$ cat src/rtl/arith_arbiter_if.sv
// Request, arithmetic-unit and response signals of arith_arbiter.
// slave = arbiter side, master = requesters, arithmetic unit and response consumer.
interface arith_arbiter_if;
    logic        req0_valid;
    logic        req0_ready;
    logic [31:0] req0_a;
    logic [31:0] req0_b;
    logic [1:0]  req0_op;
    logic        req1_valid;
    logic        req1_ready;
    logic [31:0] req1_a;
    logic [31:0] req1_b;
    logic [1:0]  req1_op;
    logic [31:0] au_a;
    logic [31:0] au_b;
    logic        au_f1;
    logic        au_f0;
    logic        au_sign_a;
    logic        au_sign_b;
    logic [31:0] au_s;
    logic [3:0]  au_status;
    logic        resp_valid;
    logic        resp_ready;
    logic        resp_id;
    logic [31:0] resp_result;
    logic [3:0]  resp_status;
    logic        busy;

    modport slave (
        input  req0_valid, req0_a, req0_b, req0_op,
        input  req1_valid, req1_a, req1_b, req1_op,
        output req0_ready, req1_ready,
        output au_a, au_b, au_f1, au_f0, au_sign_a, au_sign_b,
        input  au_s, au_status,
        output resp_valid, resp_id, resp_result, resp_status, busy,
        input  resp_ready
    );

    modport master (
        output req0_valid, req0_a, req0_b, req0_op,
        output req1_valid, req1_a, req1_b, req1_op,
        input  req0_ready, req1_ready,
        input  au_a, au_b, au_f1, au_f0, au_sign_a, au_sign_b,
        output au_s, au_status,
        input  resp_valid, resp_id, resp_result, resp_status, busy,
        output resp_ready
    );
endinterface

$ cat src/rtl/arith_arbiter.sv
// Two-port arbiter sharing one arithmetic unit; round-robin, or fixed port-0 priority with ARITH_ARB_FIXED_PRIO_EN.
// Latency: grant edge + SETTLE_CYCLES to resp_valid; back-to-back issue every SETTLE_CYCLES+2 cycles.
// Backpressure: response held stable until resp_ready; no request is accepted while busy.
module arith_arbiter #(
    parameter int unsigned SETTLE_CYCLES = 4
) (
    input  logic           clk,
    input  logic           rst_n,
    arith_arbiter_if.slave bus
);
    typedef enum logic [1:0] {IDLE, WAIT, RESP} state_t;

    localparam logic [7:0] CNT_INIT = 8'(SETTLE_CYCLES - 1);

    state_t      state;
    logic [7:0]  cnt;
    logic        gnt0;
    logic        gnt1;
    logic        gnt_any;
    logic [31:0] sel_a;
    logic [31:0] sel_b;
    logic [1:0]  sel_op;

`ifdef ARITH_ARB_FIXED_PRIO_EN
    assign gnt1 = bus.req1_valid && !bus.req0_valid;
`else
    logic rr_ptr;
    assign gnt1 = bus.req1_valid && (rr_ptr || !bus.req0_valid);
`endif
    assign gnt0    = bus.req0_valid && !gnt1;
    assign gnt_any = rst_n && (state == IDLE) && (bus.req0_valid || bus.req1_valid);

    assign bus.req0_ready = gnt_any && gnt0;
    assign bus.req1_ready = gnt_any && gnt1;
    assign bus.busy       = (state != IDLE);

    assign sel_a  = gnt1 ? bus.req1_a  : bus.req0_a;
    assign sel_b  = gnt1 ? bus.req1_b  : bus.req0_b;
    assign sel_op = gnt1 ? bus.req1_op : bus.req0_op;

    always_ff @(posedge clk or negedge rst_n) begin
        if (!rst_n) begin
            state           <= IDLE;
            cnt             <= '0;
            bus.au_a        <= '0;
            bus.au_b        <= '0;
            bus.au_f1       <= 1'b0;
            bus.au_f0       <= 1'b0;
            bus.au_sign_a   <= 1'b0;
            bus.au_sign_b   <= 1'b0;
            bus.resp_valid  <= 1'b0;
            bus.resp_id     <= 1'b0;
            bus.resp_result <= '0;
            bus.resp_status <= '0;
`ifndef ARITH_ARB_FIXED_PRIO_EN
            rr_ptr          <= 1'b0;
`endif
        end else begin
            case (state)
                IDLE: begin
                    if (gnt_any) begin
                        bus.au_a      <= sel_a;
                        bus.au_b      <= sel_b;
                        bus.au_f1     <= sel_op[1];
                        bus.au_f0     <= sel_op[0];
                        // Signs of the operands the adder really sums: A is dropped for NEG/INC, B inverted for SUB/NEG.
                        bus.au_sign_a <= sel_op[1] ? 1'b0 : sel_a[31];
                        bus.au_sign_b <= (sel_op == 2'b01 || sel_op == 2'b10) ? ~sel_b[31] : sel_b[31];
                        bus.resp_id   <= gnt1;
                        cnt           <= CNT_INIT;
                        state         <= WAIT;
`ifndef ARITH_ARB_FIXED_PRIO_EN
                        rr_ptr        <= ~gnt1;
`endif
                    end
                end
                WAIT: begin
                    if (cnt == 8'd0) begin
                        bus.resp_result <= bus.au_s;
                        bus.resp_status <= bus.au_status;
                        bus.resp_valid  <= 1'b1;
                        state           <= RESP;
                    end else begin
                        cnt <= cnt - 8'd1;
                    end
                end
                RESP: begin
                    if (bus.resp_ready) begin
                        bus.resp_valid <= 1'b0;
                        state          <= IDLE;
                    end
                end
                default: state <= IDLE;
            endcase
        end
    end
endmodule

$ cat src/flat_wrapper.sv
// flat-port wrapper written by rule: the top's interface ports become plain ports
module arith_arbiter_flat 
#(
    parameter int unsigned SETTLE_CYCLES = 4
)
  (clk, rst_n, bus_req0_valid, bus_req0_a, bus_req0_b, bus_req0_op, bus_req1_valid, bus_req1_a, bus_req1_b, bus_req1_op, bus_req0_ready, bus_req1_ready, bus_au_a, bus_au_b, bus_au_f1, bus_au_f0, bus_au_sign_a, bus_au_sign_b, bus_au_s, bus_au_status, bus_resp_valid, bus_resp_id, bus_resp_result, bus_resp_status, bus_busy, bus_resp_ready);
  arith_arbiter_if bus_i ();
  input  logic clk;
  input  logic rst_n;
  input wire logic [$bits(bus_i.req0_valid)-1:0] bus_req0_valid;
  input wire logic [$bits(bus_i.req0_a)-1:0] bus_req0_a;
  input wire logic [$bits(bus_i.req0_b)-1:0] bus_req0_b;
  input wire logic [$bits(bus_i.req0_op)-1:0] bus_req0_op;
  input wire logic [$bits(bus_i.req1_valid)-1:0] bus_req1_valid;
  input wire logic [$bits(bus_i.req1_a)-1:0] bus_req1_a;
  input wire logic [$bits(bus_i.req1_b)-1:0] bus_req1_b;
  input wire logic [$bits(bus_i.req1_op)-1:0] bus_req1_op;
  output wire logic [$bits(bus_i.req0_ready)-1:0] bus_req0_ready;
  output wire logic [$bits(bus_i.req1_ready)-1:0] bus_req1_ready;
  output wire logic [$bits(bus_i.au_a)-1:0] bus_au_a;
  output wire logic [$bits(bus_i.au_b)-1:0] bus_au_b;
  output wire logic [$bits(bus_i.au_f1)-1:0] bus_au_f1;
  output wire logic [$bits(bus_i.au_f0)-1:0] bus_au_f0;
  output wire logic [$bits(bus_i.au_sign_a)-1:0] bus_au_sign_a;
  output wire logic [$bits(bus_i.au_sign_b)-1:0] bus_au_sign_b;
  input wire logic [$bits(bus_i.au_s)-1:0] bus_au_s;
  input wire logic [$bits(bus_i.au_status)-1:0] bus_au_status;
  output wire logic [$bits(bus_i.resp_valid)-1:0] bus_resp_valid;
  output wire logic [$bits(bus_i.resp_id)-1:0] bus_resp_id;
  output wire logic [$bits(bus_i.resp_result)-1:0] bus_resp_result;
  output wire logic [$bits(bus_i.resp_status)-1:0] bus_resp_status;
  output wire logic [$bits(bus_i.busy)-1:0] bus_busy;
  input wire logic [$bits(bus_i.resp_ready)-1:0] bus_resp_ready;
  assign bus_i.req0_valid = bus_req0_valid;
  assign bus_i.req0_a = bus_req0_a;
  assign bus_i.req0_b = bus_req0_b;
  assign bus_i.req0_op = bus_req0_op;
  assign bus_i.req1_valid = bus_req1_valid;
  assign bus_i.req1_a = bus_req1_a;
  assign bus_i.req1_b = bus_req1_b;
  assign bus_i.req1_op = bus_req1_op;
  assign bus_req0_ready = bus_i.req0_ready;
  assign bus_req1_ready = bus_i.req1_ready;
  assign bus_au_a = bus_i.au_a;
  assign bus_au_b = bus_i.au_b;
  assign bus_au_f1 = bus_i.au_f1;
  assign bus_au_f0 = bus_i.au_f0;
  assign bus_au_sign_a = bus_i.au_sign_a;
  assign bus_au_sign_b = bus_i.au_sign_b;
  assign bus_i.au_s = bus_au_s;
  assign bus_i.au_status = bus_au_status;
  assign bus_resp_valid = bus_i.resp_valid;
  assign bus_resp_id = bus_i.resp_id;
  assign bus_resp_result = bus_i.resp_result;
  assign bus_resp_status = bus_i.resp_status;
  assign bus_busy = bus_i.busy;
  assign bus_i.resp_ready = bus_resp_ready;
  arith_arbiter #(.SETTLE_CYCLES(SETTLE_CYCLES)) u_core (.clk(clk), .rst_n(rst_n), .bus(bus_i));
endmodule
$ cat config.mk
export PLATFORM = sky130hd
export DESIGN_NAME = arith_arbiter_flat
export DESIGN_NICKNAME = d
export VERILOG_FILES = /design/src/rtl/arith_arbiter_if.sv /design/src/rtl/arith_arbiter.sv /design/src/flat_wrapper.sv
export SDC_FILE = /design/constraint.sdc
export NUM_CORES = 1
export LEC_CHECK = 0
export CORE_MARGIN = 8
export CORE_UTILIZATION = 40
export CTS_CLUSTER_SIZE = 20
export DETAILED_ROUTE_END_ITERATION = 16
export PLACE_DENSITY = 0.82
export SLEW_MARGIN = 30
export SYNTH_ARGS = -nofsm -noshare
export SYNTH_HDL_FRONTEND = slang
export SYNTH_SLANG_ARGS = --single-unit
$ cat constraint.sdc
create_clock -name clk -period 2.61 [get_ports clk]
set_input_delay 0.3915 -clock clk [delete_from_list [all_inputs] [get_ports clk]]
set_output_delay 0.3915 -clock clk [all_outputs]
set_load 0.01 [all_outputs]
==> results of run 1 <==
-- final cells by class --
type,instances,area (um^2),share of cell area
flip-flops and latches,117,2930,0.327
diodes,1,2.50,0.000280
multi-input cells,297,2190,0.245
clock buffers,20,457,0.0510
clock inverters,12,225,0.0252
repair buffers,288,2900,0.324
inverters,5,18.8,0.00210
well taps,176,220,0.0246
-- cells by family (layout without fill, tap and decap cells) --
family	after synthesis	count (layout)	synth area share
multiplexers	103	103	0.224
AO/OA/AOI/OAI	88	88	0.0904
flip-flops	117	117	0.552
buffers and inverters	33	325	0.0363
adder cells (fa/ha/maj)	2	2	0.00472
AND/OR/NAND/NOR	98	98	0.0824
XOR/XNOR	6	6	0.00991
other	0	1	0
-- worst max path at each step --
| stage | end | startpoint | cells past startpoint |
|---|---|---|---|
| final | bus_req1_ready | u_core.state[0]$_DFFE_PN0P_ | 4 |
| after floorplan | u_core.bus.resp_result[10]$_DFFE_PN0P_ | u_core.cnt[2]$_DFFE_PN0P_ | 7 |
| after CTS | bus_req1_ready | u_core.state[0]$_DFFE_PN0P_ | 4 |
| after detailed placement | bus_req0_ready | bus_req0_valid | 5 |
| after global placement | bus_req0_ready | bus_req0_valid | 5 |
| after global routing | bus_req1_ready | u_core.state[0]$_DFFE_PN0P_ | 4 |
-- critical path: cells and delay by family, from the launching register on --
kind,cells,cell delay [ns]
buffers and inverters,1,0.57
AOI/OAI and AO/OA,1,0.20
DFF,1,0.46
and+or+nand+nor,2,0.46
-- sequential cells by signal (all words and copies together) (netlist names), 2 cells and up --
register and count:
u_core.bus.resp_status 4, u_core.cnt 8, u_core.state 2, u_core.bus.au_a 32, u_core.bus.resp_result 32, u_core.bus.au_b 32
-- power by group --
part	switching [uW]	internal (uW)	leakage, uW
logic	1650	2320	0.00224
registers	514	2650	0.00146
clock network	813	1840	0.000322
total	2980	6810	0.00402
-- Yosys cell counts --
cell type / number
and3b_1: 1
a21bo_2: 1
nor4_2: 1
o21ai_0: 70
o31ai_1: 2
or4_2: 1
a21oi_1: 7
or4b_2: 1
nor4b_1: 1
a221o_1: 1
ha_1: 2
buf_2: 4
xor2_1: 2
a21o_1: 1
nor2_1: 8
or3_4: 1
dfrtp_1: 117
nand3_1: 2
o211a_1: 1
nand2b_1: 2
nor3_1: 5
o41ai_1: 2
buf_6: 2
and4_1: 1
nor4_1: 1
inv_1: 5
mux2_2: 6
and2_1: 2
buf_12: 3
mux2_4: 30
nand2_1: 69
o211ai_1: 2
mux2i_1: 67
xnor2_1: 4
o311ai_0: 1
nor2b_1: 2
clkbuf_1: 19
-- layer usage --
layer  vias up  part of all wire  GRT usage
met5         -                 0          0
met4         0             0.035      0.100
met3        37             0.098     0.0915
met2       223              0.49      0.329
met1      2072              0.38      0.200
li1       2121                 -          -
-- per-stage QoR --
| step | utilization | power, uW | instances | cell area (um^2) | setup slack, ns |
|---|---|---|---|---|---|
| CTS | 0.683 | 9900 | 915 | 8940 | 0.0994 |
| floorplan | - | 4890 | 447 | 5300 | 0.671 |
| detailed placement | 0.631 | 7190 | 883 | 8260 | 0.279 |
| finish | 0.684 | 9790 | 916 | 8950 | 0.120 |
| global route | 0.684 | 10300 | 916 | 8950 | 0.0184 |
| global placement | 0.631 | 7040 | 883 | 8260 | 0.308 |
==> flow_summary.yaml, run 1 <==
final_layout:
  layout_commonest_cell: "clkdlybuf4s50_1"
  fillCellCount: 939
  mostFrequentLayoutCells: "clkdlybuf4s50_1 (280), dfrtp_1 (117), nand2_1 (69), o21ai_0 (69), mux2i_1 (67)"
  nets: 901
  syn2layout_area_growth_pct: 68.8
  drive_above_1_share: 0.111
sta:
  grt_setup_unrepaired: "no"
  hold_slack_ns: 0.0548
  hold_viol_final: 0
  worstMarginPinSlew_ns: 0.703
  setup_violations: 0
  relSlewSlack: 0.531
  period_share: 0.954
  slew_violations: 0
  fin_crit_ns: 2.49
  setup_tns_ns: 0
  fmax_ghz: 0.402
  fin_worst_skew_ns: 0.00547
global_route:
  grt_overflow: 0
  grt_antenna_before_repair: 1
  grt_max_degree: 141
  grt_pass1_vias: 4922
  grt_pass1_wl_um: 26300
  grt_use_total: 0.196
floorplanning:
  die-area_um2: 17200
  core_area_um2: 13100
  die_w_um: 131
  num_rows: 42
  ios: 282
  die_h_um: 131
  start_util: 0.405
synth:
  synth_top_cell_by_area: "dfrtp_1"
  syn_area_um2: 5300
  yosys_warnings: 0
  synth_nets: 622
  ys_ff_latch: 117
  avgSynthCellArea_um2: 11.9
  synth-seq-area-share: 0.552
  yosys.area.top_type_share: 0.552
  syn_inst: 447
  synth.distinct_cells: 37
  synthTopCellsByArea: "dfrtp_1 (55%), mux2i_1 (13%), mux2_4 (8.5%)"
critical_path:
  crit_top_cell: "nor2_1"
  r2r_end: "u_core.bus.resp_result[0]$_DFFE_PN0P_"
  reg2reg_from: "u_core.cnt[2]$_DFFE_PN0P_"
  end_kind: "output pin"
  cp_slowest_cell: "clkdlybuf4s50_1"
  reg2reg_depth: 5
  cp.required_ns: 2.22
  critPathLaunchType: "flip-flop"
  cp_data_arrival_time_ns: 2.10
  cp_cell_sequence: "nor2_1 -> o211ai_1 -> nor2_1 -> clkdlybuf4s50_1"
  cp_slowest_stage_delay_ns: 0.57
  reg2reg_slack_ns: 0.51
  worstSetupPathType: "flip-flop to output pin"
  path_max_fanout: 8
hold_path:
  hp-class: "input port to asynchronous set/reset pin"
route:
  vias_per_cell: 4.86
  dr.pass1.iters: 5
  first_iter_violations: 168
  vias: 4453
  routed_wl_um: 16700
  wl_per_cell_um: 18.2
  ant_nets: 0
  drc: 0
power:
  power.density_nw_per_um2: 1090
  p_leak_uw: 0.00402
  ir_worst_vdd_uv: 473
clock_tree:
  cts_resized: 0
  h-tree-depth: 4
  holdBufCountCts: 0
  numCtsBuffers: 17
  cts_sinks: 117
  cts_setup_buffers: 0
  cts.clk_slew.worst_paths_ns: 0.05
  insertion_delay_ns: 0.41
  cts_root_buf: "clkbuf_16"
  cts_tree: "yes"
  clock_tree.buffer_depth: 2
run_status:
  run_status: "finished clean"
placement:
  place.gp.congestion: 0.816
  place_hpwl_um: 12900
  port_buffers: 281
job:
  cap_violations: 0
No activity file was read; power rests on OpenSTA's default activity.
==> run 2, diff against run 1 <==
--- a/config.mk
+++ b/config.mk
@@ -5,11 +5,12 @@
 export SDC_FILE = /design/constraint.sdc
 export NUM_CORES = 1
 export LEC_CHECK = 0
+export ABC_AREA = 1
 export CORE_MARGIN = 8
-export CORE_UTILIZATION = 40
+export CORE_UTILIZATION = 39
 export CTS_CLUSTER_SIZE = 20
 export DETAILED_ROUTE_END_ITERATION = 16
-export PLACE_DENSITY = 0.82
+export PLACE_DENSITY = 0.92
 export SLEW_MARGIN = 30
 export SYNTH_ARGS = -nofsm -noshare
 export SYNTH_HDL_FRONTEND = slang
==> run 2 against run 1 <==
Effect of this change: setup slack better by 0.098 ns; register-to-register slack better by 0.19 ns; sequential cell count stayed put; critical endpoint unchanged; clock skew is 0.0029 ns higher; synthesized cell count is 42% higher; first-iteration DRC count is 84% higher; power is 1.9% higher; count of clock-buffer cells in the layout is 2 higher; largest cell class is now buffers; die area is 1.3% higher.
==> flow_summary.yaml, run 2 <==
run_status:
  run_status: "finished clean"
floorplanning:
  core_area_um2: 13200
  die-area_um2: 17400
  ios: 282
  die_w_um: 132
  num_rows: 42
  start_util: 0.398
  die_h_um: 132
placement:
  dp_slack_ns: 0.233
  place.gp.congestion: 0.840
  place_hpwl_um: 14200
  dpl_cell_area_um2: 8150
  port_buffers: 281
synth:
  synth.distinct_cells: 26
  syn_area_um2: 5250
  yosys-top-cells-count: "nand2_1 (312), dfrtp_1 (117), nand3_1 (112)"
  synth-seq-area-share: 0.558
  synth_edf_count: 0
  synth-main-ff-cell: "dfrtp_1"
  syn_inst: 636
  ys_ff_latch: 117
  synth_nets: 811
  avgSynthCellArea_um2: 8.25
  yosysMostFrequentCell: "nand2_1"
  yosys.area.top_type_share: 0.558
  yosys_warnings: 0
  synthArstFlopShare: 1.00
  synth_top_cell_by_area: "dfrtp_1"
  synthTopCellsByArea: "dfrtp_1 (56%), nand2_1 (22%), nand3_1 (11%)"
sta:
  setup_violations: 0
  grt_setup_unrepaired: "no"
  hold_viol_final: 0
  fin_ws_ns: 0.217
  worstMarginPinSlew_ns: 0.658
  period_share: 0.917
  fmax_ghz: 0.418
  relSlewSlack: 0.561
  fin_crit_ns: 2.39
  slew_violations: 0
  fin_worst_skew_ns: 0.00838
  setup_tns_ns: 0
power:
  p_leak_uw: 0.00411
  power.density_nw_per_um2: 1130
  power_uw: 9980
  ir_worst_vdd_uv: 598
clock_tree:
  h-tree-depth: 4
  numCtsBuffers: 17
  cts_root_buf: "clkbuf_16"
  clock_tree.buffer_depth: 2
  insertion_delay_ns: 0.41
  cts_setup_buffers: 0
  cts_tree: "yes"
  cts_sinks: 117
  cts_resized: 0
  cts.clk_slew.worst_paths_ns: 0.06
final_layout:
  layout_commonest_cell: "nand2_1"
  fillCellCount: 1004
  largest_registers: "u_core.bus.au_a (32), u_core.bus.au_b (32), u_core.bus.resp_result (32)"
  nets: 1092
  final_area_um2: 8790
  syn2layout_area_growth_pct: 67.6
  drive_above_1_share: 0.0548
  mostFrequentLayoutCells: "nand2_1 (312), clkdlybuf4s50_1 (280), dfrtp_1 (117)"
global_route:
  grt_max_degree: 68
  grt_use_total: 0.224
  grt_pass1_vias: 5733
  grt_overflow: 0
  grt_antenna_before_repair: 1
  grt_pass1_wl_um: 31000
route:
  vias_per_cell: 4.89
  routed_wl_um: 19000
  vias: 5408
  wl_per_cell_um: 17.1
  first_iter_violations: 309
  ant_nets: 0
  dr.pass1.iters: 4
  wl_met1_um: 7000
  top_layer: "met4"
  drc: 0
  routed-wl-met2_um: 9220
  met3_length_um: 2120
critical_path:
  path_max_fanout: 4
  crit_start: "u_core.state[0]$_DFFE_PN0P_"
  worstSetupPathType: "flip-flop to output pin"
  cp_cell_sequence: "nor2_1 -> nand3_4 -> nor2_8 -> clkdlybuf4s50_1"
  cp_data_arrival_time_ns: 2.00
  path_delay_family: "simple AND/OR/NAND/NOR gates"
  reg2reg_from: "u_core.state[0]$_DFFE_PN0P_"
  path_buf_inv: 1
  cp.required_ns: 2.22
  cp_slowest_stage_delay_ns: 0.55
  cp_slowest_cell: "clkdlybuf4s50_1"
  end_kind: "output pin"
  critPathLaunchType: "flip-flop"
job:
  cap_violations: 0
hold_path:
  hp-class: "input port to asynchronous set/reset pin"
run 2: changes by cell type in the layout (fill, tap and decap cells not counted), sizes merged, moves of 16 or more:
cell	change
nand3	+111
inv	+16
mux2i	-67
nand2	+244
mux2	-36
o21ai	-57
run 2: stage by stage:
step	std cells	hold slack [ns]	utilization
floorplan	636	0.0959	-
global placement	1072	0.217	0.618
finish	1107	0.349	0.667
CTS	1105	0.327	0.664
global route	1107	0.341	0.667
detailed placement	1072	0.221	0.618
run 2: what timing repair did:
action                     4_1_cts  5_1_grt
hold endpoints to repair         4        0
setup endpoints to repair        0        0
hold buffers                     1        0
run 2: worst register-to-register path, cell delays in order (launching register included):
cell     delay, ns
dfrtp_1       0.40
nor2_1        0.29
nand3_4       0.20
nor2_8        0.13
buf_4         0.51
nand2_1       0.20
nand3_1       0.12
run 2: logic make-up after synthesis:
| group | share of synthesized area |
|---|---|
| AO/OA/AOI/OAI | 0.0186 |
| XOR/XNOR | 0.00334 |
| adder cells (fa/ha/maj) | 0.00477 |
| buffers and inverters | 0.0570 |
| flip-flops | 0.558 |
| AND/OR/NAND/NOR | 0.358 |
run 2: where the power goes:
group          leakage, uW  internal [uW]  switching [uW]  total, uW
Clock             0.000299           1560             794       2360
Combinational      0.00235           2220            2240       4460
Sequential         0.00145           2680             478       3160
run 2: area by class of cell:
class / instances / area (um^2) / area share
Clock buffer: 22 / 474 / 0.0539
Antenna cell: 1 / 2.50 / 0.000285
Tap cell: 176 / 220 / 0.0250
Inverter: 21 / 78.8 / 0.00896
Timing Repair Buffer: 294 / 2940 / 0.335
Clock inverter: 10 / 128 / 0.0145
Multi-Input combinational cell: 466 / 2020 / 0.230
Sequential cell: 117 / 2930 / 0.333
run 2: metal layers:
metal | vias to the layer above | track usage
met1 | 2507 | 0.247
met3 | 37 | 0.0888
met5 | - | 0
li1 | 2583 | -
met2 | 281 | 0.370
met4 | 0 | 0.108
run 2: final timing paths:
check                                                         end  slack, ns  cells after the start
setup / recovery                                   bus_req1_ready       0.22                      4
hold / removal             u_core.bus.resp_result[31]$_DFFE_PN0P_       0.35                      2
setup reg to reg                  u_core.bus.au_a[20]$_DFFE_PN0P_       0.70                      6
hold reg to reg            u_core.bus.resp_result[10]$_DFFE_PN0P_       0.47                      2
max in group asynchronous  u_core.bus.resp_result[11]$_DFFE_PN0P_       1.46                      3
min in group clk           u_core.bus.resp_result[10]$_DFFE_PN0P_       0.47                      2
